===== src/rtl/kronos_store_buffer.sv =====
// Posted-store buffer between EX and the data bus: queues stores, lets loads
// bypass when no word-address hazard exists, and drains on fence.
module kronos_store_buffer #(
  parameter int unsigned DEPTH         = 4,
  parameter int unsigned LOAD_PRIORITY = 1
) (
  input  logic                    clk,
  input  logic                    rst,
  input  logic                    st_vld,
  output logic                    st_rdy,
  input  logic [31:0]             st_addr,
  input  logic [31:0]             st_data,
  input  logic [3:0]              st_mask,
  input  logic                    ld_vld,
  input  logic [31:0]             ld_addr,
  input  logic [3:0]              ld_mask,
  output logic                    ld_rdy,
  output logic [31:0]             ld_data,
  input  logic                    fence_vld,
  output logic                    fence_rdy,
  output logic [$clog2(DEPTH):0]  count,
  output logic                    empty,
  output logic [31:0]             data_addr,
  output logic [31:0]             data_wr_data,
  output logic [3:0]              data_mask,
  output logic                    data_wr_en,
  output logic                    data_req,
  input  logic [31:0]             data_rd_data,
  input  logic                    data_ack
);

  localparam int unsigned PW = $clog2(DEPTH);
  localparam int unsigned CW = PW + 1;

  typedef enum logic [1:0] {IDLE, STORE, LOAD} state_t;

  state_t          state_q;
  logic [31:0]     addr_q [DEPTH];
  logic [31:0]     data_q [DEPTH];
  logic [3:0]      mask_q [DEPTH];
  logic [DEPTH-1:0] vld_q, vld_d;
  logic [PW-1:0]   head_q, tail_q;
  logic [CW-1:0]   count_q, count_d;
  logic [31:0]     data_addr_q, data_wr_data_q;
  logic [3:0]      data_mask_q;
  logic            data_wr_en_q, data_req_q, fence_rdy_q;
  logic            push, pop, hazard, load_go, store_go;

  assign st_rdy  = count_q < CW'(DEPTH);
  assign push    = st_vld && st_rdy;
  assign pop     = (state_q == STORE) && data_ack && !rst;
  assign ld_rdy  = (state_q == LOAD) && data_ack && !rst;
  assign ld_data = ld_rdy ? data_rd_data : '0;
  assign empty   = (count_q == '0);
  assign count   = count_q;

  assign data_addr    = data_addr_q;
  assign data_wr_data = data_wr_data_q;
  assign data_mask    = data_mask_q;
  assign data_wr_en   = data_wr_en_q;
  assign data_req     = data_req_q;
  assign fence_rdy    = fence_rdy_q;

  // Word-granular match against buffered entries and a store entering this cycle.
  always_comb begin
    hazard = push && (st_addr[31:2] == ld_addr[31:2]);
    for (int unsigned i = 0; i < DEPTH; i++) begin
      if (vld_q[i] && (addr_q[i][31:2] == ld_addr[31:2])) hazard = 1'b1;
    end
  end

  assign load_go  = (state_q == IDLE) && ld_vld && !fence_vld && !hazard &&
                    ((LOAD_PRIORITY != 0) || empty);
  assign store_go = (state_q == IDLE) && !empty && !load_go;

  always_comb begin
    vld_d = vld_q;
    if (pop)  vld_d[head_q] = 1'b0;
    if (push) vld_d[tail_q] = 1'b1;
    count_d = count_q;
    case ({push, pop})
      2'b10:   count_d = count_q + CW'(1);
      2'b01:   count_d = count_q - CW'(1);
      default: count_d = count_q;
    endcase
  end

  always_ff @(posedge clk) begin
    if (push) begin
      addr_q[tail_q] <= st_addr;
      data_q[tail_q] <= st_data;
      mask_q[tail_q] <= st_mask;
    end
  end

  always_ff @(posedge clk) begin
    if (rst) begin
      state_q        <= IDLE;
      head_q         <= '0;
      tail_q         <= '0;
      count_q        <= '0;
      vld_q          <= '0;
      data_addr_q    <= '0;
      data_wr_data_q <= '0;
      data_mask_q    <= '0;
      data_wr_en_q   <= 1'b0;
      data_req_q     <= 1'b0;
      fence_rdy_q    <= 1'b0;
    end else begin
      count_q <= count_d;
      vld_q   <= vld_d;
      if (push) tail_q <= tail_q + PW'(1);
      if (pop)  head_q <= head_q + PW'(1);
      // Self-clearing so a requester that holds fence_vld one extra cycle sees a single pulse.
      fence_rdy_q <= fence_vld && empty && (state_q == IDLE) && !push && !fence_rdy_q;
      case (state_q)
        IDLE: begin
          if (load_go) begin
            state_q        <= LOAD;
            data_req_q     <= 1'b1;
            data_addr_q    <= ld_addr;
            data_mask_q    <= ld_mask;
            data_wr_data_q <= '0;
            data_wr_en_q   <= 1'b0;
          end else if (store_go) begin
            state_q        <= STORE;
            data_req_q     <= 1'b1;
            data_addr_q    <= addr_q[head_q];
            data_wr_data_q <= data_q[head_q];
            data_mask_q    <= mask_q[head_q];
            data_wr_en_q   <= 1'b1;
          end
        end
        STORE, LOAD: begin
          if (data_ack) begin
            state_q      <= IDLE;
            data_req_q   <= 1'b0;
            data_wr_en_q <= 1'b0;
          end
        end
        default: state_q <= IDLE;
      endcase
    end
  end

endmodule


===== config.mk =====
export PLATFORM = sky130hd
export DESIGN_NAME = kronos_store_buffer
export DESIGN_NICKNAME = d
export VERILOG_FILES = /design/src/rtl/kronos_store_buffer.sv
export SDC_FILE = /design/constraint.sdc
export NUM_CORES = 1
export LEC_CHECK = 0
export CORE_MARGIN = 2
export CORE_UTILIZATION = 25
export CTS_BUF_LIST = sky130_fd_sc_hd__clkbuf_8
export CTS_CLUSTER_DIAMETER = 150
export CTS_CLUSTER_SIZE = 28
export DETAILED_ROUTE_END_ITERATION = 12
export GPL_TIMING_DRIVEN = 1
export HOLD_SLACK_MARGIN = 0.05
export PLACE_DENSITY = 0.5
export SLEW_MARGIN = 0
export SYNTH_ARGS = -nofsm -noshare
export SYNTH_HDL_FRONTEND = slang
export SYNTH_SLANG_ARGS = --single-unit

===== constraint.sdc =====
create_clock -name clk -period 4.15 [get_ports clk]
set_clock_uncertainty 0.2 [all_clocks]
set_input_delay 0.83 -clock clk [delete_from_list [all_inputs] [get_ports clk]]
set_output_delay 0.83 -clock clk [all_outputs]
set_load 0.02 [all_outputs]

==> run metrics <==
Mean Syn Cell Area 15.4 µm²; CP top delay family buffers and inverters; Worst-Margin Slew 1.14 ns; hold slack final 0.301 ns; final period demand of the worst path 3.68 ns; clock tree from TritonCTS yes; Synth Warn # 0; CP max FO 33; CP bufs+invs 3; starting utilization of the core area 25.4%; startpoint-to-endpoint class of the critical path in2out; final sum of negative setup slack 0 ns; overall overflow remaining after global route 0; final core utilization 31.4%; clock slew at the register clock pins of the worst setup and hold paths 0.16 ns; fraction of layout cells with a size suffix above 1 13.0%; library cells used by synthesis 38; final RePlAce weighted congestion 0.837; Inserted Clock Buffers 16; core area 63200 µm²; final WL 46400 µm; vertical die dimension 257 µm; gate count after technology mapping 1042; Critical Path, Cell by Cell clkdlybuf4s50_1 > and3b_1 > buf_4 > and2_1 > clkdlybuf4s50_1; Maximum Capacitance Violations 0; standard cell with the maximum stage delay on the critical path sky130_fd_sc_hd__clkdlybuf4s50_1; clock latency of the later-clocked register in the worst-skew pair 0.60 ns; number of remaining DRC errors 0; result of the run completed; detailed placement HPWL 32600 µm; detailed router's first-iteration violation count 569; maximum level of the CTS H-tree 1; largest buffer count on any clock path 3; combined area of all synthesized cells 16000 µm²; portion of the clock cycle consumed by the worst path in the final layout 88.6%; pin count of the biggest net entering global routing 94; layout filler cell count 6191; die footprint 66100 µm²; VDD IR-drop max 204 µV; Hold WC Path Type reg2reg; global-route total usage across every layer 13.6%; critical path required time 3.12 ns; headroom to the max-slew limit 24.3%; leakage power 6.63 nW; number of clock sinks 358; wire length of the first global-routing pass 66400 µm; most used cell along the critical path sky130_fd_sc_hd__clkdlybuf4s50_1; DR vias/cell 4.38; Routed Antenna Nets 0; data arrival time at the worst-slack endpoint 2.65 ns; number of buffers added for setup after CTS 0; net count of the mapped netlist 1197; detailed-route via count 9282; setup-violating endpoint count in the final report 0; delay of the slowest cell on the worst path 0.60 ns; Hold Fails Final Rpt 0; Detailed Routing Iterations Pass 1 5; flip-flop and latch count after synthesis 358; ratio of total power to cell area 397 nW/µm²; Power Total 7.89 mW; Resized Gates After CTS 0; total I/O pin count 251; setup repair after global routing missed its margin no; Die X-Extent 257 µm; max-slew violations 0; # hold bufs at CTS 0; Root Driver sky130_fd_sc_hd__clkbuf_8; per-cell routed wire length 21.9 µm; IO Port Bufs 250; kind of end point of the critical path output pin; fmax 0.272 GHz; Startpoint Class input port; number of nets in the finished design 1415; most used cells in the layout excluding fill and tap cells sky130_fd_sc_hd__edfxtp_1 (272), sky130_fd_sc_hd__clkdlybuf4s50_1 (249), sky130_fd_sc_hd__xnor2_1 (92); row count 92; antenna violations before repair 7; commonest non-fill, non-tap cell in the layout sky130_fd_sc_hd__edfxtp_1; Layout Area Growth over Synthesis 23.9%; Seq/Total Area, Yosys 61.7%; vias in the first global route 9367
## state kept, by name (all words and copies together), names as in the netlist, 2 cells and up, named ones only
register / cells
addr_q: 128
count: 3
data_addr: 32
data_mask: 4
data_q: 128
data_wr_data: 32
head_q: 2
mask_q: 16
state_q: 2
tail_q: 2
vld_q: 4
## kinds of logic (layout without fill, tap and decap cells)
kind of cell | Yosys count | after routing | synth area share [%]
DFF | 358 | 358 | 61.7
and+or+nand+nor | 233 | 233 | 7.94
muxes | 171 | 171 | 17.1
xor gates and xnor gates | 154 | 154 | 8.42
buffers and inverters | 93 | 320 | 2.81
AOI/OAI and AO/OA | 20 | 20 | 0.914
adders and majority gates | 13 | 13 | 1.06
other | 0 | 3 | 0
## layout make-up
| class | count | area (µm²) | share of cell area, % |
|---|---|---|---|
| Sequential cell | 358 | 9900 | 49.9 |
| Multi-Input combinational cell | 591 | 5700 | 28.7 |
| Timing Repair Buffer | 281 | 2870 | 14.5 |
| Tap cell | 846 | 1060 | 5.33 |
| Clock buffer | 17 | 234 | 1.18 |
| Inverter | 12 | 45.0 | 0.227 |
| Clock inverter | 10 | 42.5 | 0.214 |
| Antenna cell | 3 | 7.51 | 0.0378 |
## through the flow
stage / instances / setup slack (ns) / area (µm²)
floorplan: 1042 / 0.774 / 16000
global placement: 2088 / 0.0465 / 19600
detailed placement: 2088 / 0.0436 / 19600
CTS: 2115 / 0.466 / 19800
global route: 2116 / 0.375 / 19800
finish: 2118 / 0.472 / 19900
## cells in the mapped netlist, drive strengths merged
cell type	count	area, µm²
edfxtp	272	8170
xnor2	92	806
dfxtp	86	1720
mux4	68	1530
mux2i	67	671
xor2	62	543
buf	55	308
nor2	51	191
nor2b	38	238
nor3	37	196
and2	36	225
mux2	36	541
nand4	27	169
clkbuf	26	97.6
nor4	17	106
nand2	13	48.8
ha	12	150
inv	12	45.0
a21oi	10	50.1
or4	4	30.0
nand2b	3	18.8
and3b	2	17.5
nand3	2	10.0
o22ai	2	25.0
o31ai	2	15.0
or3	2	12.5
a2111oi	1	15.0
a211o	1	8.76
fa	1	20.0
nand4b	1	8.76
o211ai	1	7.51
o21ai	1	5.00
o2bb2ai	1	8.76
o41a	1	11.3
## power breakdown
| part | switching [mW] | internal (mW) |
|---|---|---|
| clock network | 1.09 | 0.391 |
| logic | 1.07 | 1.01 |
| registers | 0.176 | 4.16 |
| total | 2.33 | 5.56 |
## worst paths after layout
check                  start      endpoint  slack (ns)  depth (start not counted)
setup / recovery    data_ack    ld_data[5]        0.47                          5
hold / removal    state_q[1]    state_q[1]        0.30                          2
setup reg to reg  state_q[0]  data_mask[1]        1.10                          7
hold reg to reg   state_q[1]    state_q[1]        0.30                          2
## metal layers
metal	vias up	wire length (µm)	global-route usage [%]
li1	4261	-	-
met1	4742	20900	18.5
met2	242	22400	22.7
met3	31	2560	2.49
met4	6	532	2.34
met5	-	46	0
## worst register-to-register path: stages, from the launching register on
cell	delay, ns
sky130_fd_sc_hd__dfxtp_1	0.36
sky130_fd_sc_hd__inv_1	0.08
sky130_fd_sc_hd__ha_1	0.36
sky130_fd_sc_hd__nand2_1	0.17
sky130_fd_sc_hd__a211o_1	0.32
sky130_fd_sc_hd__nor3_4	0.83
sky130_fd_sc_hd__buf_12	0.28
sky130_fd_sc_hd__mux2_4	0.33
(Power assumes the default switching activity.)
